==> config.mk <==
export PLATFORM = sky130hd
export DESIGN_NAME = lcd_text_driver
export DESIGN_NICKNAME = d
export VERILOG_FILES = /design/src/rtl/lcd_pkg.sv /design/src/rtl/lcd_bus_writer.sv /design/src/rtl/lcd_text_driver.sv
export SDC_FILE = /design/constraint.sdc
export NUM_CORES = 1
export LEC_CHECK = 0
export CAP_MARGIN = 20
export CORE_MARGIN = 2
export CORE_UTILIZATION = 33
export CTS_CLUSTER_DIAMETER = 150
export DETAILED_ROUTE_END_ITERATION = 10
export SLEW_MARGIN = 20
export SYNTH_ARGS = -nofsm -noshare
export SYNTH_HDL_FRONTEND = slang
export SYNTH_SLANG_ARGS = --single-unit
==> constraint.sdc <==
create_clock -name clk -period 2.9 [get_ports clk]
set_clock_uncertainty 0.2 [all_clocks]
set_input_delay 0.58 -clock clk [delete_from_list [all_inputs] [get_ports clk]]
set_output_delay 0.58 -clock clk [all_outputs]
set_load 0.05 [all_outputs]
==> src/rtl/lcd_pkg.sv <==
// Shared constants and state encodings for the HD44780 text driver.
package lcd_pkg;

    localparam logic [7:0] LCD_CMD_FUNC_8BIT = 8'h38;
    localparam logic [7:0] LCD_CMD_DISP_ON   = 8'h0C;
    localparam logic [7:0] LCD_CMD_CLEAR     = 8'h01;
    localparam logic [7:0] LCD_CMD_ENTRY_INC = 8'h06;
    localparam logic [7:0] LCD_CMD_DDRAM0    = 8'h80;

    localparam int INIT_LEN = 6;

    typedef enum logic [2:0] {
        ST_POWERUP,
        ST_INIT,
        ST_IDLE,
        ST_SET_ADDR,
        ST_WRITE_CHARS
    } lcd_state_e;

    typedef enum logic [1:0] {
        PH_IDLE,
        PH_SETUP,
        PH_PULSE,
        PH_WAIT
    } bus_phase_e;

    // Init ROM: function set is sent three times as the controller expects
    // from an unknown power-up state.
    function automatic logic [7:0] init_cmd(input logic [2:0] idx);
        case (idx)
            3'd0, 3'd1, 3'd2: init_cmd = LCD_CMD_FUNC_8BIT;
            3'd3:             init_cmd = LCD_CMD_DISP_ON;
            3'd4:             init_cmd = LCD_CMD_CLEAR;
            default:          init_cmd = LCD_CMD_ENTRY_INC;
        endcase
    endfunction

endpackage

==> src/rtl/lcd_bus_writer.sv <==
// One write cycle on the LCD bus: setup cycle, enable pulse, post-write wait.
// Handshake: start is accepted only in a cycle where ready=1; rs/wr_byte/long_wait
// are captured with it. done is high during the final wait cycle of the write;
// ready returns on the following cycle.
module lcd_bus_writer
    import lcd_pkg::*;
#(
    parameter int EN_PULSE_CYCLES   = 25,
    parameter int CMD_WAIT_CYCLES   = 2500,
    parameter int CLEAR_WAIT_CYCLES = 82000
) (
    input  logic       clk,
    input  logic       reset,
    input  logic       start,
    input  logic       rs,
    input  logic [7:0] wr_byte,
    input  logic       long_wait,
    output logic       ready,
    output logic       done,
    output logic       lcd_e,
    output logic       lcd_rs,
    output logic [7:0] lcd_data
);

    localparam int CNT_MAX_A = (EN_PULSE_CYCLES > CMD_WAIT_CYCLES) ? EN_PULSE_CYCLES : CMD_WAIT_CYCLES;
    localparam int CNT_MAX   = (CNT_MAX_A > CLEAR_WAIT_CYCLES) ? CNT_MAX_A : CLEAR_WAIT_CYCLES;
    localparam int CNT_W     = $clog2(CNT_MAX + 1);

    bus_phase_e       phase_q, phase_d;
    logic [CNT_W-1:0] cnt_q, cnt_d;
    logic             rs_q, rs_d;
    logic [7:0]       data_q, data_d;
    logic             long_q, long_d;
    logic [CNT_W-1:0] wait_last;

    // Phase sequencing and counting for the current write.
    always_comb begin
        phase_d   = phase_q;
        cnt_d     = cnt_q;
        rs_d      = rs_q;
        data_d    = data_q;
        long_d    = long_q;
        done      = 1'b0;
        wait_last = long_q ? CNT_W'(CLEAR_WAIT_CYCLES - 1) : CNT_W'(CMD_WAIT_CYCLES - 1);
        case (phase_q)
            PH_IDLE: begin
                if (start) begin
                    rs_d    = rs;
                    data_d  = wr_byte;
                    long_d  = long_wait;
                    cnt_d   = '0;
                    phase_d = PH_SETUP;
                end
            end
            PH_SETUP: begin
                phase_d = PH_PULSE;
            end
            PH_PULSE: begin
                if (cnt_q == CNT_W'(EN_PULSE_CYCLES - 1)) begin
                    cnt_d   = '0;
                    phase_d = PH_WAIT;
                end else begin
                    cnt_d = cnt_q + CNT_W'(1);
                end
            end
            PH_WAIT: begin
                if (cnt_q == wait_last) begin
                    done    = 1'b1;
                    cnt_d   = '0;
                    phase_d = PH_IDLE;
                end else begin
                    cnt_d = cnt_q + CNT_W'(1);
                end
            end
            default: phase_d = PH_IDLE;
        endcase
    end

    // Register state; reset forces the strobe low on the next cycle.
    always_ff @(posedge clk) begin
        if (reset) begin
            phase_q <= PH_IDLE;
            cnt_q   <= '0;
            rs_q    <= 1'b0;
            data_q  <= 8'h00;
            long_q  <= 1'b0;
        end else begin
            phase_q <= phase_d;
            cnt_q   <= cnt_d;
            rs_q    <= rs_d;
            data_q  <= data_d;
            long_q  <= long_d;
        end
    end

    assign ready    = (phase_q == PH_IDLE);
    assign lcd_e    = (phase_q == PH_PULSE);
    assign lcd_rs   = rs_q;
    assign lcd_data = data_q;

endmodule

==> src/rtl/lcd_text_driver.sv <==
// HD44780 16x1 text driver: power-up wait, init sequence, then full-line
// rewrites from a snapshot of the text frame on each refresh request.
module lcd_text_driver
    import lcd_pkg::*;
#(
    parameter int POWERUP_CYCLES    = 750000,
    parameter int EN_PULSE_CYCLES   = 25,
    parameter int CMD_WAIT_CYCLES   = 2500,
    parameter int CLEAR_WAIT_CYCLES = 82000
) (
    input  logic         clk,
    input  logic         reset,
    input  logic [127:0] text,
    input  logic         refresh,
    output logic         busy,
    output logic         init_done,
    output logic         lcd_rs,
    output logic         lcd_rw,
    output logic         lcd_e,
    output logic [7:0]   lcd_data
);

    localparam int PU_W = $clog2(POWERUP_CYCLES + 1);

    lcd_state_e       state_q, state_d;
    logic [PU_W-1:0]  pu_cnt_q, pu_cnt_d;
    logic [2:0]       init_idx_q, init_idx_d;
    logic [3:0]       char_idx_q, char_idx_d;
    logic [127:0]     snap_q, snap_d;
    logic             pending_q, pending_d;
    logic             init_done_q, init_done_d;
    logic             seq_end;

    logic             wr_start, wr_rs, wr_long, wr_ready, wr_done;
    logic [7:0]       wr_byte;

    // Sequencer: picks the next byte for the writer and handles refresh requests.
    always_comb begin
        state_d     = state_q;
        pu_cnt_d    = pu_cnt_q;
        init_idx_d  = init_idx_q;
        char_idx_d  = char_idx_q;
        snap_d      = snap_q;
        pending_d   = pending_q | (refresh && (state_q != ST_IDLE));
        init_done_d = init_done_q;
        seq_end     = 1'b0;
        wr_start    = 1'b0;
        wr_rs       = 1'b0;
        wr_byte     = 8'h00;
        wr_long     = 1'b0;
        case (state_q)
            ST_POWERUP: begin
                if (pu_cnt_q == PU_W'(POWERUP_CYCLES - 1)) begin
                    pu_cnt_d = '0;
                    state_d  = ST_INIT;
                end else begin
                    pu_cnt_d = pu_cnt_q + PU_W'(1);
                end
            end
            ST_INIT: begin
                wr_byte  = init_cmd(init_idx_q);
                wr_long  = (wr_byte == LCD_CMD_CLEAR);
                wr_start = wr_ready;
                if (wr_done) begin
                    if (init_idx_q == 3'(INIT_LEN - 1)) begin
                        init_idx_d  = 3'd0;
                        init_done_d = 1'b1;
                        seq_end     = 1'b1;
                    end else begin
                        init_idx_d = init_idx_q + 3'd1;
                    end
                end
            end
            ST_IDLE: begin
                if (refresh) begin
                    snap_d     = text;
                    char_idx_d = 4'd0;
                    state_d    = ST_SET_ADDR;
                end
            end
            ST_SET_ADDR: begin
                wr_byte  = LCD_CMD_DDRAM0;
                wr_start = wr_ready;
                if (wr_done) begin
                    char_idx_d = 4'd0;
                    state_d    = ST_WRITE_CHARS;
                end
            end
            ST_WRITE_CHARS: begin
                wr_rs    = 1'b1;
                wr_byte  = snap_q[8*char_idx_q +: 8];
                wr_start = wr_ready;
                if (wr_done) begin
                    if (char_idx_q == 4'd15) begin
                        seq_end = 1'b1;
                    end else begin
                        char_idx_d = char_idx_q + 4'd1;
                    end
                end
            end
            default: state_d = ST_POWERUP;
        endcase
        // A request that arrives on the return cycle merges with the pending one.
        if (seq_end) begin
            if (pending_q || refresh) begin
                pending_d  = 1'b0;
                snap_d     = text;
                char_idx_d = 4'd0;
                state_d    = ST_SET_ADDR;
            end else begin
                state_d = ST_IDLE;
            end
        end
    end

    // Sequencer registers; reset restarts from the power-up wait.
    always_ff @(posedge clk) begin
        if (reset) begin
            state_q     <= ST_POWERUP;
            pu_cnt_q    <= '0;
            init_idx_q  <= 3'd0;
            char_idx_q  <= 4'd0;
            snap_q      <= '0;
            pending_q   <= 1'b0;
            init_done_q <= 1'b0;
        end else begin
            state_q     <= state_d;
            pu_cnt_q    <= pu_cnt_d;
            init_idx_q  <= init_idx_d;
            char_idx_q  <= char_idx_d;
            snap_q      <= snap_d;
            pending_q   <= pending_d;
            init_done_q <= init_done_d;
        end
    end

    lcd_bus_writer #(
        .EN_PULSE_CYCLES  (EN_PULSE_CYCLES),
        .CMD_WAIT_CYCLES  (CMD_WAIT_CYCLES),
        .CLEAR_WAIT_CYCLES(CLEAR_WAIT_CYCLES)
    ) u_writer (
        .clk      (clk),
        .reset    (reset),
        .start    (wr_start),
        .rs       (wr_rs),
        .wr_byte  (wr_byte),
        .long_wait(wr_long),
        .ready    (wr_ready),
        .done     (wr_done),
        .lcd_e    (lcd_e),
        .lcd_rs   (lcd_rs),
        .lcd_data (lcd_data)
    );

    assign busy      = (state_q != ST_IDLE);
    assign init_done = init_done_q;
    assign lcd_rw    = 1'b0;

endmodule

==> impl_metrics.py, run 1 <==
metrics = {
    "critical_path": {
        "worst_path_max_delay_cell": "sky130_fd_sc_hd__clkdlybuf4s50_1",
        "crit_type": "flop to primary output",
        "reg2reg_setup_slack_ns": 0.16,
        "type_of_destination_of_the_critical_path": "primary output",
        "reg2reg_depth": 8,
        "worstPathCellList": "inv_1 > ha_1 > clkdlybuf4s50_1",
        "cp-start-kind": "flop",
        "crit_fanout": 4,
        "crit_arrival_ns": 2.01,
        "required_ns": 2.12,
        "cp_slowest_stage_delay_ns": 0.84,
    },
    "clock_tree": {
        "clk_path_buf_depth": 2,
        "holdBufCountCts": 0,
        "tritoncts_num_sinks": 189,
        "post_cts_buffers": 0,
        "clk_pin_slew_worst_paths_ns": 0.07,
        "cts.htree.levels": 4,
        "cts_tree": "built",
        "clock_tree.root_cell": "sky130_fd_sc_hd__clkbuf_16",
        "cts_buffer_count": 17,
        "clock_latency_ns": 0.44,
    },
    "sta": {
        "finalCritPeriodShare": 0.961,
        "rsz_0062_raised_after_global_routing": "no",
        "slew_headroom": 0.571,
        "min_period_ns": 2.79,
        "timing.final.setup_violations": 0,
        "worst_slew_pin_slew_ns": 0.637,
        "final.setup.tns_ns": 0,
        "final-max-slew-violation-count": 0,
        "fmax_mhz": 359,
        "report.final.hold_viol_count": 0,
    },
    "synthesis": {
        "ys_ff_latch": 189,
        "synth_cells": 1187,
        "post_synth_num_cell_types": 58,
        "most_common_cell_in_the_netlist": "sky130_fd_sc_hd__dfxtp_1",
        "syn-num-nets": 1327,
        "synth_top_cell_area_share": 0.369,
        "mappedNetlistArea_sq_um": 10300,
        "synth-edff-count": 0,
        "syn_area_per_cell_sq_um": 8.64,
        "async_flop_share": 0,
        "synth.area.top_cells": "sky130_fd_sc_hd__dfxtp_1 (37%), sky130_fd_sc_hd__a221o_1 (12%), sky130_fd_sc_hd__mux4_2 (8.3%)",
        "synth.cells.most_frequent": "sky130_fd_sc_hd__dfxtp_1 (189), sky130_fd_sc_hd__nand3_1 (162), sky130_fd_sc_hd__a21oi_1 (158)",
        "synth-seq-area-share": 0.369,
        "ys.flop_type": "sky130_fd_sc_hd__dfxtp_1",
        "ys_warn_count": 0,
        "yosys.area.top_type": "sky130_fd_sc_hd__dfxtp_1",
    },
    "global_route": {
        "grt.overflow.total": 0,
        "global_route_wire_length_before_repair_um": 52900,
        "globalRouteMet1Util": 0.283,
        "antenna_found_initial": 1,
        "grt_start_max_net_pins": 109,
        "grt_use_total": 0.203,
        "grtUsageMet3": 0.0335,
        "top_usage_layer": "met2",
        "grt_pass1_vias": 9317,
        "gr-usage-met2": 0.318,
    },
    "placed_design": {
        "detailedPlacementHpwl_um": 22900,
        "post_dp_cell_area_sq_um": 12200,
        "place.gp.congestion": 0.863,
        "port_buffers": 142,
    },
    "floorplanning": {
        "floorplan.initialDensity": 0.335,
        "ioPinCount": 144,
        "floorplan.die_area_sq_um": 32500,
        "placement_rows": 64,
        "fp.dieH_um": 180,
        "core_area_sq_um": 30600,
        "chipWidth_um": 180,
    },
    "outcome": {
        "run_status": "complete, no violations",
    },
    "final_layout": {
        "multi_input_area_sq_um": 5920,
        "drive_above_1_share": 0.102,
        "total_area_of_sequential_cells_sq_um": 3780,
        "fillers": 2945,
        "final_design_area_no_fill_sq_um": 12800,
        "num-nets-final": 1421,
        "area_growth_pct": 24.5,
        "layout.core_utilization": 0.418,
    },
    "detailed_routing": {
        "drtAntennaViolNets": 0,
        "routed-via-count": 10002,
        "drc_viols": 0,
        "wl_per_cell_um": 20.1,
        "drtPass1Iterations": 5,
        "route.detailed.vias_per_inst": 5.92,
        "count_of_routing_violations_after_the_opening_detailed_route_iteration": 1228,
        "post_detailed_routing_wire_length_um": 33900,
    },
    "pwr": {
        "power.density_nw_per_um2": 455,
        "largest_vdd_supply_drop_uv": 430,
        "total_leakage_power_nw": 4.17,
    },
    "min_path": {
        "holdPathStages": 2,
        "hold_path.class": "flop to flop",
    },
    "flow_run": {
        "cap_violations": 0,
    },
}
## flip-flops by register name, summed over array words and instances (netlist names)
name,cells
u_writer.phase_q,2
snap_q,128
state_q,3
char_idx_q,4
u_writer.lcd_rs,1
u_writer.lcd_data,8
pu_cnt_q,20
init_idx_q,3
u_writer.cnt_q,17
pending_q,1
u_writer.long_q,1
init_done,1
## worst paths after layout
check | start | to
max | u_writer.phase_q[0] | lcd_e
min | u_writer.lcd_data[0] | u_writer.lcd_data[0]
max reg2reg | u_writer.cnt_q[7] | snap_q[25]
min reg2reg | u_writer.lcd_data[0] | u_writer.lcd_data[0]
## timing repair
item                                    in CTS  in global routing
endpoints found under the hold margin        0                  0
resized for setup                            1                  3
endpoints found under the setup margin       1                 88
## layout make-up
class | instances | area share
Sequential cell | 189 | 0.296
Inverter | 9 | 0.00284
Timing Repair Buffer | 190 | 0.154
Antenna cell | 1 | 0.000196
Clock buffer | 23 | 0.0382
Tap cell | 396 | 0.0388
Multi-Input combinational cell | 874 | 0.463
Clock inverter | 8 | 0.00656
## layout by cell type (no fill, tap or decap), types with 3 or more instances in the layout
master,synthesis,final
sky130_fd_sc_hd__buf_12,0,15
sky130_fd_sc_hd__nor4_1,6,6
sky130_fd_sc_hd__o21ai_0,13,13
sky130_fd_sc_hd__nor2b_1,3,3
sky130_fd_sc_hd__and3_1,11,11
sky130_fd_sc_hd__a31oi_1,7,7
sky130_fd_sc_hd__a211oi_1,4,4
sky130_fd_sc_hd__nor2_1,58,56
sky130_fd_sc_hd__or3_1,6,6
sky130_fd_sc_hd__and4_1,4,4
sky130_fd_sc_hd__xor2_1,19,19
sky130_fd_sc_hd__a221o_1,128,128
sky130_fd_sc_hd__clkdlybuf4s50_1,0,140
sky130_fd_sc_hd__clkbuf_8,0,4
sky130_fd_sc_hd__mux2i_1,4,4
sky130_fd_sc_hd__nand3_1,162,162
sky130_fd_sc_hd__ha_1,9,9
sky130_fd_sc_hd__dfxtp_1,189,188
sky130_fd_sc_hd__mux4_2,38,38
sky130_fd_sc_hd__nand4_1,11,11
sky130_fd_sc_hd__or4_1,5,4
sky130_fd_sc_hd__a21oi_1,158,158
sky130_fd_sc_hd__nand2b_1,5,5
sky130_fd_sc_hd__inv_1,9,8
sky130_fd_sc_hd__clkinvlp_4,0,3
sky130_fd_sc_hd__nand2_1,149,149
sky130_fd_sc_hd__xnor2_1,11,11
sky130_fd_sc_hd__and2_1,3,3
sky130_fd_sc_hd__buf_4,5,34
sky130_fd_sc_hd__clkbuf_16,0,17
sky130_fd_sc_hd__nand3b_1,3,3
sky130_fd_sc_hd__nor3_1,19,19
## metal layers
layer,routed length (um),vias up,part of all wire
met3,2090,44,0.062
met1,15400,4862,0.45
met5,0,-,0
li1,-,4695,-
met4,806,0,0.024
met2,15600,401,0.46
## cells by family after synthesis
kind of cell,share of synthesized area
and+or+nand+nor,0.214
AOI/OAI and AO/OA,0.235
DFF,0.369
buffers and inverters,0.0574
muxes,0.0873
xor gates and xnor gates,0.0256
adders and majority gates,0.0110
other,0.000366
## report_power, final
group	switching (mW)	internal, mW	total, mW
registers	0.0311	2.63	2.66
logic	0.474	0.339	0.813
clock network	1.06	1.28	2.34
total	1.57	4.24	5.81
## per-stage QoR
step                      std cells  total power, mW  worst slack, ns  hold slack [ns]
after detailed placement       1658             3.52            0.127            0.274
after CTS                      1689             5.84            0.113            0.283
after global routing           1690             6.00          0.00754            0.317
after global placement         1658             3.52            0.165            0.266
final                          1690             5.81            0.113            0.276
after floorplan                1187             3.09            0.340            0.244
## worst max-delay path: cells and delay by family (launching register included)
kind	cells	cell delay, ns
DFF	1	0.33
adders and majority gates	1	0.29
buffers and inverters	2	0.95
Note: power is estimated with default switching activity, not from simulation.
==> inputs of run 2 (changes only) <==
--- a/config.mk
+++ b/config.mk
@@ -6,10 +6,10 @@
 export NUM_CORES = 1
 export LEC_CHECK = 0
 export CAP_MARGIN = 20
-export CORE_MARGIN = 2
 export CORE_UTILIZATION = 33
 export CTS_CLUSTER_DIAMETER = 150
 export DETAILED_ROUTE_END_ITERATION = 10
+export DONT_BUFFER_PORTS = 1
 export SLEW_MARGIN = 20
 export SYNTH_ARGS = -nofsm -noshare
 export SYNTH_HDL_FRONTEND = slang
==> impl_metrics.py, run 2 (same netlist as run 1, synthesis figures left out) <==
metrics = {
    "clock_tree": {
        "clock_latency_ns": 0.44,
        "cts.htree.levels": 4,
        "clk_path_buf_depth": 2,
        "clk_pin_slew_worst_paths_ns": 0.08,
        "cts_buffer_count": 17,
        "tritoncts_num_sinks": 189,
        "clock_tree.root_cell": "sky130_fd_sc_hd__clkbuf_16",
        "cts_tree": "built",
    },
    "pwr": {
        "post-layout-total-power_mw": 5.68,
        "total_leakage_power_nw": 3.63,
        "power.density_nw_per_um2": 499,
        "largest_vdd_supply_drop_uv": 320,
    },
    "final_layout": {
        "layout.cells.most_common": "sky130_fd_sc_hd__dfxtp_1",
        "layout_top_registers": "snap_q: 128 flops, pu_cnt_q: 20 flops, u_writer.cnt_q: 17 flops",
        "num-nets-final": 1277,
        "drive_above_1_share": 0.111,
        "fillers": 3071,
        "multi_input_area_sq_um": 5910,
        "regMostFlops": "snap_q",
        "antenna-diode-count": 0,
        "mostFrequentLayoutCells": "sky130_fd_sc_hd__dfxtp_1 (188), sky130_fd_sc_hd__nand3_1 (162), sky130_fd_sc_hd__a21oi_1 (158)",
        "layout.core_utilization": 0.372,
        "total_area_of_sequential_cells_sq_um": 3780,
        "area_growth_pct": 10.8,
        "final_design_area_no_fill_sq_um": 11400,
        "largest_register_ff_count": 128,
        "final-instance-count-excl-fill": 1545,
    },
    "floorplanning": {
        "floorplan.die_area_sq_um": 31800,
        "placement_rows": 64,
        "ioPinCount": 144,
        "chipWidth_um": 178,
        "floorplan.initialDensity": 0.335,
        "core_area_sq_um": 30600,
        "fp.dieH_um": 178,
    },
    "min_path": {
        "holdPathStages": 1,
        "hold_path.class": "primary input to flop",
        "whs_endpoint": "u_writer.lcd_data[2]",
        "hold_path.startpoint": "reset",
    },
    "global_route": {
        "grt_use_total": 0.210,
        "grt_pass1_vias": 8485,
        "antenna_found_initial": 0,
        "global_route_wire_length_before_repair_um": 51400,
        "grt_start_max_net_pins": 160,
        "grt.overflow.total": 0,
    },
    "sta": {
        "hold_ws_ns": 0.0244,
        "final.setup.tns_ns": 0,
        "worst_slew_pin_slew_ns": 0.686,
        "postLayoutSetupSlackWorst_ns": 0.150,
        "fmax_mhz": 364,
        "finalCritPeriodShare": 0.948,
        "min_period_ns": 2.75,
        "slew_headroom": 0.543,
        "timing.final.setup_violations": 0,
        "report.final.hold_viol_count": 0,
        "rsz_0062_raised_after_global_routing": "no",
        "final-max-slew-violation-count": 0,
    },
    "placed_design": {
        "placement.setup.worst_slack_ns": 0.136,
        "place.gp.congestion": 0.899,
        "dp_cells": 1510,
        "post_dp_cell_area_sq_um": 10700,
        "port_buffers": 0,
        "detailedPlacementHpwl_um": 22000,
    },
    "critical_path": {
        "timing.rr.start": "char_idx_q[0]",
        "crit_arrival_ns": 2.87,
        "crit_fanout": 27,
        "cp-start-kind": "flop",
        "reg2reg_depth": 9,
        "reg2reg_setup_slack_ns": 0.15,
        "type_of_destination_of_the_critical_path": "flop",
        "crit_type": "flop to flop",
        "worst_setup_path_startpoint": "char_idx_q[0]",
        "required_ns": 3.02,
        "rr_endpoint": "snap_q[120]",
    },
    "detailed_routing": {
        "post_detailed_routing_wire_length_um": 33500,
        "drtPass1Iterations": 6,
        "drc_viols": 0,
        "route.detailed.vias_per_inst": 6.06,
        "wl_per_cell_um": 21.7,
        "routed-via-count": 9359,
        "count_of_routing_violations_after_the_opening_detailed_route_iteration": 1043,
        "drtAntennaViolNets": 0,
    },
    "outcome": {
        "run_status": "complete, no violations",
    },
    "flow_run": {
        "cap_violations": 0,
    },
}
[run 2: routing by layer]
metal / GRT usage / part of all wire / vias to the layer above
met5: 0 / 0 / -
met4: 0.0791 / 0.030 / 0
met3: 0.0669 / 0.094 / 47
met2: 0.313 / 0.45 / 347
met1: 0.282 / 0.42 / 4562
li1: - / - / 4403
[run 2: worst max-delay path: stages, from the launching register on]
cell and delay, ns:
sky130_fd_sc_hd__dfxtp_2 0.34, sky130_fd_sc_hd__ha_1 0.25, sky130_fd_sc_hd__and3_1 0.28, sky130_fd_sc_hd__a22oi_1 0.36, sky130_fd_sc_hd__a2111oi_4 0.06, sky130_fd_sc_hd__a21oi_1 0.36
sky130_fd_sc_hd__nor2_4 0.09, sky130_fd_sc_hd__buf_4 0.16, sky130_fd_sc_hd__clkbuf_16 0.20, sky130_fd_sc_hd__a221o_1 0.35
[run 2: repair_timing]
action,in CTS,in global routing
setup buffers,0,2
endpoints found under the setup margin,0,55
hold buffers,0,1
gates resized for setup,0,1
endpoints found under the hold margin,0,1
[run 2: where the power goes]
part	switching (mW)	internal (mW)	total, mW
clock network	1.10	1.41	2.51
registers	0.0704	2.63	2.70
logic	0.301	0.165	0.466
[run 2: how the worst max path moves through the flow]
| stage | to | slack (ns) |
|---|---|---|
| after floorplan | u_writer.lcd_data[6] | 0.34 |
| after global placement | snap_q[89] | 0.18 |
| after detailed placement | snap_q[121] | 0.14 |
| after CTS | snap_q[121] | 0.11 |
| after global routing | char_idx_q[0] | 0.03 |
| final | snap_q[120] | 0.15 |
[run 2: area by class of cell]
class                           instances  area share
Multi-Input combinational cell        874       0.520
Clock buffer                           19      0.0399
Tap cell                              396      0.0436
Sequential cell                       189       0.333
Timing Repair Buffer                   46      0.0465
Inverter                                9     0.00319
Clock inverter                         12      0.0139
==> inputs of run 3 (changes only) <==
--- a/config.mk
+++ b/config.mk
@@ -5,6 +5,7 @@
 export SDC_FILE = /design/constraint.sdc
 export NUM_CORES = 1
 export LEC_CHECK = 0
+export ABC_AREA = 1
 export CAP_MARGIN = 20
 export CORE_UTILIZATION = 33
 export CTS_CLUSTER_DIAMETER = 150
==> impl_metrics.py, run 3 <==
metrics = {
    "outcome": {
        "run_status": "complete, no violations",
    },
    "floorplanning": {
        "chipWidth_um": 178,
        "floorplan.initialDensity": 0.335,
        "core_area_sq_um": 30600,
        "fp.dieH_um": 178,
        "floorplan.die_area_sq_um": 31700,
        "ioPinCount": 144,
        "placement_rows": 64,
    },
    "pwr": {
        "intPower_mw": 4.37,
        "total_leakage_power_nw": 4.67,
        "combPwrFrac": 0.150,
        "switching_share": 0.302,
        "power.density_nw_per_um2": 567,
        "pwr-share-seq": 0.465,
        "switchingPower_mw": 1.89,
        "pwr-share-clk": 0.385,
        "largest_vdd_supply_drop_uv": 280,
    },
    "synthesis": {
        "post_synth_and_or_nand_nor_area_fraction": 0.347,
        "synth-seq-area-share": 0.370,
        "synth_top_cell_area_share": 0.370,
        "synth.cells.most_frequent": "sky130_fd_sc_hd__nand2_1 (307), sky130_fd_sc_hd__a21oi_1 (205), sky130_fd_sc_hd__nor2_1 (194)",
        "synth_cells": 1544,
        "synth.area.top_cells": "sky130_fd_sc_hd__dfxtp_1 (37%), sky130_fd_sc_hd__nand2_1 (11%), sky130_fd_sc_hd__a21oi_1 (10%)",
        "async_flop_share": 0,
        "muxShareOfSynthArea": 0,
        "syn-num-nets": 1684,
        "mappedNetlistArea_sq_um": 10200,
        "synth_top_family_by_area": "simple AND/OR/NAND/NOR gates",
        "ys.flop_type": "sky130_fd_sc_hd__dfxtp_1",
        "syn_area_per_cell_sq_um": 6.63,
        "synth-adder-area-share": 0.0110,
        "post_synth_xor_area_fraction": 0.00599,
        "ys_ff_latch": 189,
        "post_synth_num_cell_types": 42,
        "synth-edff-count": 0,
        "area_fraction_in_compound_gates_after_synthesis": 0.159,
        "yosys.area.top_type": "sky130_fd_sc_hd__dfxtp_1",
        "most_common_cell_in_the_netlist": "sky130_fd_sc_hd__nand2_1",
        "ys_warn_count": 0,
    },
    "placed_design": {
        "detailedPlacementHpwl_um": 20300,
        "port_buffers": 0,
        "place.gp.congestion": 0.886,
        "post_dp_cell_area_sq_um": 10400,
    },
    "critical_path": {
        "worstPathCellList": "inv_1 > nor2_1 > inv_1",
        "rr_endpoint": "snap_q[106]",
        "cp-start-kind": "flop",
        "worst_setup_path_startpoint": "state_q[1]",
        "timing.rr.start": "u_writer.cnt_q[1]",
        "type_of_destination_of_the_critical_path": "primary output",
        "crit_arrival_ns": 1.66,
        "worst_path_max_delay_cell": "sky130_fd_sc_hd__dfxtp_1",
        "crit_type": "flop to primary output",
        "required_ns": 2.12,
        "reg2reg_setup_slack_ns": 0.50,
        "crit_top_cell": "sky130_fd_sc_hd__inv_1",
        "crit_fanout": 4,
        "cp_slowest_stage_delay_ns": 0.41,
        "reg2reg_depth": 9,
    },
    "sta": {
        "timing.final.setup_violations": 0,
        "min_period_ns": 2.44,
        "final-max-slew-violation-count": 0,
        "report.final.hold_viol_count": 0,
        "worst_slew_pin_slew_ns": 0.772,
        "finalCritPeriodShare": 0.840,
        "fmax_mhz": 410,
        "slew_headroom": 0.483,
        "final.setup.tns_ns": 0,
        "rsz_0062_raised_after_global_routing": "no",
    },
    "final_layout": {
        "multi_input_area_sq_um": 5380,
        "layout_top_registers": "snap_q: 128 flops, pu_cnt_q: 20 flops, u_writer.cnt_q: 17 flops",
        "layout.core_utilization": 0.361,
        "layout.cells.most_common": "sky130_fd_sc_hd__nand2_1",
        "final_design_area_no_fill_sq_um": 11000,
        "regMostFlops": "snap_q",
        "mostFrequentLayoutCells": "sky130_fd_sc_hd__nand2_1 (306), sky130_fd_sc_hd__a21oi_1 (205), sky130_fd_sc_hd__nor2_1 (194)",
        "num-nets-final": 1623,
        "area_growth_pct": 7.92,
        "antenna-diode-count": 0,
        "drive_above_1_share": 0.0468,
        "total_area_of_sequential_cells_sq_um": 3790,
        "fillers": 3360,
        "largest_register_ff_count": 128,
    },
    "detailed_routing": {
        "count_of_routing_violations_after_the_opening_detailed_route_iteration": 769,
        "drtAntennaViolNets": 0,
        "post_detailed_routing_wire_length_um": 29900,
        "routed-via-count": 9662,
        "drtPass1Iterations": 5,
        "wl_per_cell_um": 15.8,
        "drc_viols": 0,
        "route.detailed.vias_per_inst": 5.11,
    },
    "flow_run": {
        "cap_violations": 0,
    },
    "clock_tree": {
        "holdBufCountCts": 3,
        "clock_tree.root_cell": "sky130_fd_sc_hd__clkbuf_16",
        "cts_resized": 0,
        "clock_latency_ns": 0.44,
        "cts_tree": "built",
        "clk_pin_slew_worst_paths_ns": 0.08,
        "clk_path_buf_depth": 2,
        "cts.htree.levels": 4,
        "cts_buffer_count": 17,
        "tritoncts_num_sinks": 189,
        "post_cts_buffers": 0,
    },
    "global_route": {
        "grt_pass1_vias": 8752,
        "global_route_wire_length_before_repair_um": 47100,
        "grt_use_total": 0.190,
        "grt.overflow.total": 0,
        "antenna_found_initial": 0,
        "grt_start_max_net_pins": 125,
    },
    "min_path": {
        "hold_path.class": "primary input to flop",
        "whs_endpoint": "snap_q[102]",
        "hold_path.startpoint": "text[102]",
        "holdPathStages": 2,
    },
}
-- run 3: cell count changes after synthesis, moves of 20 or more --
| cell | change |
|---|---|
| sky130_fd_sc_hd__a221o_1 | -128 |
| sky130_fd_sc_hd__clkbuf_1 | -21 |
| sky130_fd_sc_hd__o21ai_0 | +51 |
| sky130_fd_sc_hd__a21oi_1 | +47 |
| sky130_fd_sc_hd__inv_1 | +122 |
| sky130_fd_sc_hd__nand3b_1 | +65 |
| sky130_fd_sc_hd__o211ai_1 | +20 |
| sky130_fd_sc_hd__nor2_1 | +136 |
| sky130_fd_sc_hd__nand2_1 | +158 |
| sky130_fd_sc_hd__mux4_2 | -38 |
-- run 3: worst max path at each step --
stage	slack (ns)	endpoint	depth (start not counted)
after floorplan	0.83	u_writer.cnt_q[6]	9
after global placement	0.66	u_writer.cnt_q[12]	8
after detailed placement	0.61	snap_q[106]	9
after CTS	0.45	busy	3
after global routing	0.36	u_writer.cnt_q[11]	8
final	0.46	busy	3
-- run 3: critical path: cells and delay by family (launching register included) --
| kind | cells | cell delay (ns) |
|---|---|---|
| buffers and inverters | 2 | 0.51 |
| DFF | 1 | 0.41 |
| and+or+nand+nor | 1 | 0.31 |
-- run 3: logic make-up (layout without fill, tap and decap cells) --
family	Yosys count	count (layout)
fa+ha+maj	9	9
compound gates	306	306
xor+xnor	7	7
flops	189	189
buf+inv	242	194
simple gates	790	790
other cells	1	1
-- run 3: metrics by stage --
step                      power [mW]  setup slack (ns)  hold slack (ns)  instances
after floorplan                 3.63             0.826            0.240       1544
after global placement          3.89             0.658            0.249       1857
after detailed placement        3.90             0.613            0.255       1857
after CTS                       6.35             0.453           0.0511       1892
after global routing            6.59             0.362           0.0613       1892
final                           6.26             0.464           0.0730       1892
-- run 3: final cells by class --
type                    instances  share of cell area
well taps                     396              0.0449
clock inverters                13              0.0138
repair buffers                 26              0.0251
flip-flops and latches        189               0.343
inverters                     136              0.0464
clock buffers                  19              0.0401
multi-input cells            1113               0.487
-- run 3: power groups by stage --
stage	combinational, mW	clock, mW	sequential [mW]
final	0.940	2.41	2.91
after global routing	1.07	2.59	2.93
after CTS	0.943	2.49	2.91
after detailed placement	0.928	0	2.97
after global placement	0.918	0	2.97
after floorplan	0.706	0	2.93
-- run 3: per-layer routing --
layer  track usage  wire (um)  vias to the layer above
met1         0.249      13500                     4415
met5             0          0                        -
met3        0.0416       1710                       39
met4        0.0709        889                        0
li1              -          -                     4974
met2         0.302      13800                      234
==> RTL change 1, RTL diff (flow settings as in run 2) <==
`EN_PULSE_CYCLES` is set to 25 in 2 places; all go to 50.
--- a/src/rtl/lcd_bus_writer.sv
+++ b/src/rtl/lcd_bus_writer.sv
@@ -5,7 +5,7 @@
 module lcd_bus_writer
     import lcd_pkg::*;
 #(
-    parameter int EN_PULSE_CYCLES   = 25,
+    parameter int EN_PULSE_CYCLES   = 50,
     parameter int CMD_WAIT_CYCLES   = 2500,
     parameter int CLEAR_WAIT_CYCLES = 82000
 ) (
--- a/src/rtl/lcd_text_driver.sv
+++ b/src/rtl/lcd_text_driver.sv
@@ -4,7 +4,7 @@
     import lcd_pkg::*;
 #(
     parameter int POWERUP_CYCLES    = 750000,
-    parameter int EN_PULSE_CYCLES   = 25,
+    parameter int EN_PULSE_CYCLES   = 50,
     parameter int CMD_WAIT_CYCLES   = 2500,
     parameter int CLEAR_WAIT_CYCLES = 82000
 ) (
Function: no difference found for any inputs over 10 cycles, from zero or initial values and one cycle with reset high; that may be too few to reach the edited logic, so the function may still have changed.
==> RTL change 1 against run 2 <==
- design area decreased by 12%
- critical path depth decreased by 5
- synthesized area decreased by 11%
- die area decreased by 11%
- clock power decreased by 8.8%
- highest routed layer is now met5
- count of clock-buffer cells in the layout increased by 1
- sequential cell count unchanged
- routed wire length decreased by 23%
- maximum frequency increased by 4.4%
- setup slack improved by 0.12 ns
- power decreased by 9.0%
- combinational power decreased by 48%
- register-to-register slack improved by 0.14 ns
==> RTL change 1: results (changes against run 2) <==
metric;value;unit;change
Root Buffer;clkbuf_16;;unchanged
path depth of the worst reg2reg path;8;;was 9
Crit path max-delay family;buffers and inverters;;was compound AO/OA/AOI/OAI gates
Clk pin slew, worst setup/hold paths;0.07;ns;
Skew-Pair Late Insertion Delay;0.43;ns;
worst-path maximum fanout;10;;was 27
Place WS;0.163;ns;was 0.136 ns
worst reg2reg setup slack;0.29;ns;was 0.15 ns
Power Internal;3950;uW;was 4200 uW
end of the critical path;busy;;was snap_q[120]
Final Net Count;1138;;was 1277
Max Cap Viol;0;;unchanged
Final period util;90.8;%;was 94.8%
Total GRT Usage;18.6;%;was 21.0%
Area contributors post-synth;dfxtp_1 42%, mux4_2 9.4%, a21oi_1 8.1%;;was dfxtp_1 37%, a221o_1 12%, mux4_2 8.3%
vias in the first global route;7120;;was 8485
reg-to-reg endpoint;snap_q[87];;was snap_q[120]
Final Wtd Congestion;0.859;;was 0.899
Placed Cells incl. Taps;1318;;was 1510
status;finished clean;;unchanged
Pre-antenna DRT Iters;4;;was 6
hpwl dp;17800;um;was 22000 um
initial antenna violation count;4;;was 0
Clock Path Buffers;2;;unchanged
Post-Syn Nets;1190;;was 1327
Hold EP;init_done;;was u_writer.lcd_data[2]
Syn Area/Cell;8.67;um2;was 8.64 um2
largest net degree at the start of global routing;149;;was 160
Worst Hold Launch;reset;;unchanged
Max VDD drop;0.000266;V;was 0.000320 V
Worst path max stage delay;0.48;ns;was 0.36 ns
RR Startpoint;u_writer.cnt_q[0];;was char_idx_q[0]
initial DRC count;620;;was 1043
critical path startpoint;state_q[2];;was char_idx_q[0]
WL/cell;19.2;um;was 21.7 um
Post-CTS Hold Fix Bufs;0;;unchanged
synth unique cells;66;;was 58
postcts setup bufs;0;;unchanged
vias after detailed routing;7646;;was 9359
Commonest cells post-synth;189 x dfxtp_1, 148 x a21oi_1, 146 x nand3_1, 112 x o21ai_1, 63 x clkbuf_1;;was 189 x dfxtp_1, 162 x nand3_1, 158 x a21oi_1, 149 x nand2_1, 128 x a221o_1
first-pass GRT wire length;41200;um;was 51400 um
Slew @ Worst Pin;0.771;ns;was 0.686 ns
hold slack;0.0235;ns;was 0.0244 ns
P_leak;0.00300;uW;was 0.00363 uW
port bufs;0;;unchanged
Finished Layout Cells;1354;;was 1545
Critical Path AT;1.85;ns;was 2.87 ns
crit path max-delay cell type;nor3b_1;;was a22oi_1
Seq/Total Area, Yosys;41.6;%;was 36.9%
layout cells sized above 1;11.4;%;was 11.1%
==> RTL change 1: cell count changes in the layout (fill, tap and decap cells not counted), sizes merged, moves of 7 or more <==
cell	before	now
o21ai	13	144
a221o	128	0
nand2	149	45
nand3	162	146
buf	44	30
a21oi	158	148
xnor2	11	21
inv	13	20
==> RTL change 1: power by group through the flow <==
stage	registers, uW	clock network (uW)	logic, uW
global route	2640	2450	269
floorplan	2690	0	214
detailed placement	2690	0	237
finish	2630	2290	242
CTS	2630	2350	237
global placement	2690	0	236
==> RTL change 1: per-layer routing <==
| layer | GRT usage [%] | vias to the layer above | wire length [um] |
|---|---|---|---|
| met2 | 28.4 | 200 | 11800 |
| met1 | 24.5 | 3687 | 11500 |
| li1 | - | 3731 | - |
| met3 | 6.06 | 26 | 1980 |
| met4 | 7.04 | 2 | 601 |
| met5 | 0 | - | 13 |
==> RTL change 1: per-stage QoR <==
| stage | util (%) | area [um2] |
|---|---|---|
| 6_report | 36.9 | 9970 |
| 2_1_floorplan | - | 9100 |
| 4_1_cts | 36.8 | 9940 |
| 3_5_place_dp | 34.7 | 9370 |
| 3_3_place_gp | 34.7 | 9370 |
| 5_1_grt | 36.9 | 9960 |
==> RTL change 1: logic make-up (layout without fill, tap and decap cells) <==
group / after synthesis / count (layout) / synth area share [%]
buf+inv: 119 / 79 / 6.10
fa+ha+maj: 9 / 9 / 1.24
compound gates: 332 / 332 / 19.7
simple gates: 323 / 323 / 18.1
other cells: 1 / 4 / 0.0412
mux: 43 / 43 / 9.95
flops: 189 / 189 / 41.6
xor+xnor: 34 / 34 / 3.27
==> RTL change 1: layout make-up <==
class,instances,area (um2)
flip-flops and latches,189,3780
inverters,18,67.6
well taps,341,427
diodes,3,7.51
clock buffers,20,457
clock inverters,11,113
fillers,2763,17100
repair buffers,30,325
multi-input cells,742,4780
==> RTL change 2, RTL diff (settings of run 2) <==
Made on the original files. Remove the case item `PH_PULSE` of the case on `phase_q`.
--- a/src/rtl/lcd_bus_writer.sv
+++ b/src/rtl/lcd_bus_writer.sv
@@ -55,14 +55,6 @@
             PH_SETUP: begin
                 phase_d = PH_PULSE;
             end
-            PH_PULSE: begin
-                if (cnt_q == CNT_W'(EN_PULSE_CYCLES - 1)) begin
-                    cnt_d   = '0;
-                    phase_d = PH_WAIT;
-                end else begin
-                    cnt_d = cnt_q + CNT_W'(1);
-                end
-            end
             PH_WAIT: begin
                 if (cnt_q == wait_last) begin
                     done    = 1'b1;
Formal check against the unedited RTL: no difference found for any inputs over 10 cycles, from zero or initial values and one cycle with reset high; that may be too few to reach the edited logic, so the function may still have changed.
==> RTL change 2 against run 2 <==
- global-route usage shrank 5.0 points
- synthesized cell count down 28%
- highest routed layer unchanged
- critical endpoint is now snap_q[107]
- synthesized area fell by 16%
- routed wire length decreased by 38%
- design area fell by 15%
- setup slack got worse by 0.0022 ns
- sequential cell count unchanged
Power is not compared: it rests on default switching activity, and its combinational part moved more than twofold at a synthesized area within 25%.
==> RTL change 2: results (changes against run 2) <==
metric;value;unit;change
worst-path maximum fanout;31;;was 27
Hold EP;u_writer.cnt_q[0];;was u_writer.lcd_data[2]
hold path depth;1;;unchanged
Seq/Total Area, Yosys;44.2;%;was 36.9%
Crit Path Category;reg -> reg;;unchanged
status;finished clean;;unchanged
Pre-antenna DRT Iters;6;;unchanged
vias in the first global route;6047;;was 8485
post-detailed-route via-to-cell ratio;5.14;;was 6.06
# diodes;0;;unchanged
H-tree depth;4;;unchanged
Switch Pwr;1170;uW;
layout cells sized above 1;12.8;%;was 11.1%
P_leak;0.00424;uW;
worst reg2reg setup slack;0.15;ns;
hpwl dp;14700;um;was 22000 um
Skew-Pair Late Insertion Delay;0.42;ns;was 0.44 ns
Max VDD drop;0.000362;V;
initial DRC count;381;;was 1043
Clock Path Buffers;2;;unchanged
largest net degree at the start of global routing;156;;was 160
RR Startpoint;u_writer.cnt_q[16];;was char_idx_q[0]
synth unique cells;63;;was 58
total CTS buffers;17;;unchanged
Post-Syn Nets;993;;was 1327
first-pass GRT wire length;32900;um;was 51400 um
Area contributors post-synth;dfxtp_1 44%, mux2i_1 16%, mux4_2 9.2%;;was dfxtp_1 37%, a221o_1 12%, mux4_2 8.3%
Slew @ Worst Pin;0.673;ns;was 0.686 ns
hold slack;0.0368;ns;was 0.0244 ns
async set-or-reset flop fraction in the synthesized netlist;0;%;unchanged
Power Dens Cells;561;nW/um2;
path depth of the worst reg2reg path;8;;was 9
WL final;20800;um;was 33500 um
reg-to-reg endpoint;snap_q[107];;was snap_q[120]
area post-placement;8970;um2;was 10700 um2
Yosys warning count;0;;unchanged
Final Wtd Congestion;0.819;;was 0.899
Fillers;2475;;was 3071
HP Class;in -> reg;;unchanged
Place WS;0.0208;ns;was 0.136 ns
Root Buffer;clkbuf_16;;unchanged
Total GRT Usage;16.0;%;was 21.0%
Largest regs;snap_q x128, pu_cnt_q x20, u_writer.cnt_q x17;;unchanged
Commonest cells post-synth;189 x dfxtp_1, 185 x nor2_1, 138 x mux2i_1, 44 x nand2_1, 35 x mux4_2;;was 189 x dfxtp_1, 162 x nand3_1, 158 x a21oi_1, 149 x nand2_1, 128 x a221o_1
-- RTL change 2: cell count changes after synthesis, sizes merged, moves of 5 or more --
cell,change
nand3,-147
mux2i,+134
a21oi,-132
a221o,-128
nor2,+126
nand2,-105
clkbuf,-46
buf,-16
o21ai,+8
xor2,-8
nand4,-6
and3,-5
ha,-5
-- RTL change 2: timing repair --
item,4_1_cts,5_1_grt
pin swaps,1,3
buffers inserted,2,0
endpoints found under the setup margin,1,32
gates cloned,0,0
gates resized for setup,1,4
-- RTL change 2: logic make-up after synthesis --
logic type	count (synthesis)	synth area share, %
AO/OA/AOI/OAI	89	6.76
XOR/XNOR	23	2.35
adder cells (fa/ha/maj)	4	0.584
buffers and inverters	61	3.99
flip-flops	189	44.2
multiplexers	174	25.5
other	1	0.0438
AND/OR/NAND/NOR	317	16.6
-- RTL change 2: metal layers --
metal | wire (um) | global-route usage (%) | part of all wire [%]
met1 | 9140 | 20.0 | 44
met2 | 9860 | 25.9 | 47
met3 | 1490 | 5.28 | 7.1
met4 | 351 | 5.10 | 1.7
met5 | 0 | 0 | 0
-- RTL change 2: how the worst max path moves through the flow --
stage	to	slack [ns]	depth (start not counted)
floorplan	u_writer.lcd_data[1]	0.21	7
global route	snap_q[119]	0.04	8
global placement	snap_q[49]	0.07	7
detailed placement	snap_q[26]	0.02	7
finish	snap_q[107]	0.15	8
CTS	snap_q[106]	0.05	8
-- RTL change 2: power groups by stage --
stage / Combinational (uW) / Sequential (uW) / Clock, uW
after floorplan: 126 / 2730 / 0
after global placement: 130 / 2740 / 0
after detailed placement: 131 / 2740 / 0
after CTS: 132 / 2680 / 2680
after global routing: 146 / 2680 / 2780
final: 132 / 2680 / 2610
-- RTL change 2: cell type report --
cell class / count / area share [%]
multi-input combinational: 608 / 46.4
timing repair buffer: 35 / 3.10
clock inverter: 12 / 2.11
sequential: 189 / 39.1
clock buffer: 20 / 4.72
tap: 330 / 4.27
inverter: 8 / 0.310
-- RTL change 2: metrics by stage --
step,cells,total power (uW)
5_1_grt,1202,5610
3_5_place_dp,1168,2870
4_1_cts,1202,5500
6_report,1202,5430
3_3_place_gp,1168,2870
2_1_floorplan,858,2850
-- RTL change 2: worst max-delay path: stages, from the launching register on --
cell and delay (ns):
dfxtp_1 0.31, or4b_1 0.57, or4_4 0.48, a2111oi_4 0.36, a211oi_4 0.11, buf_4 0.18, buf_12 0.17, mux2i_1 0.18
nor2_1 0.05
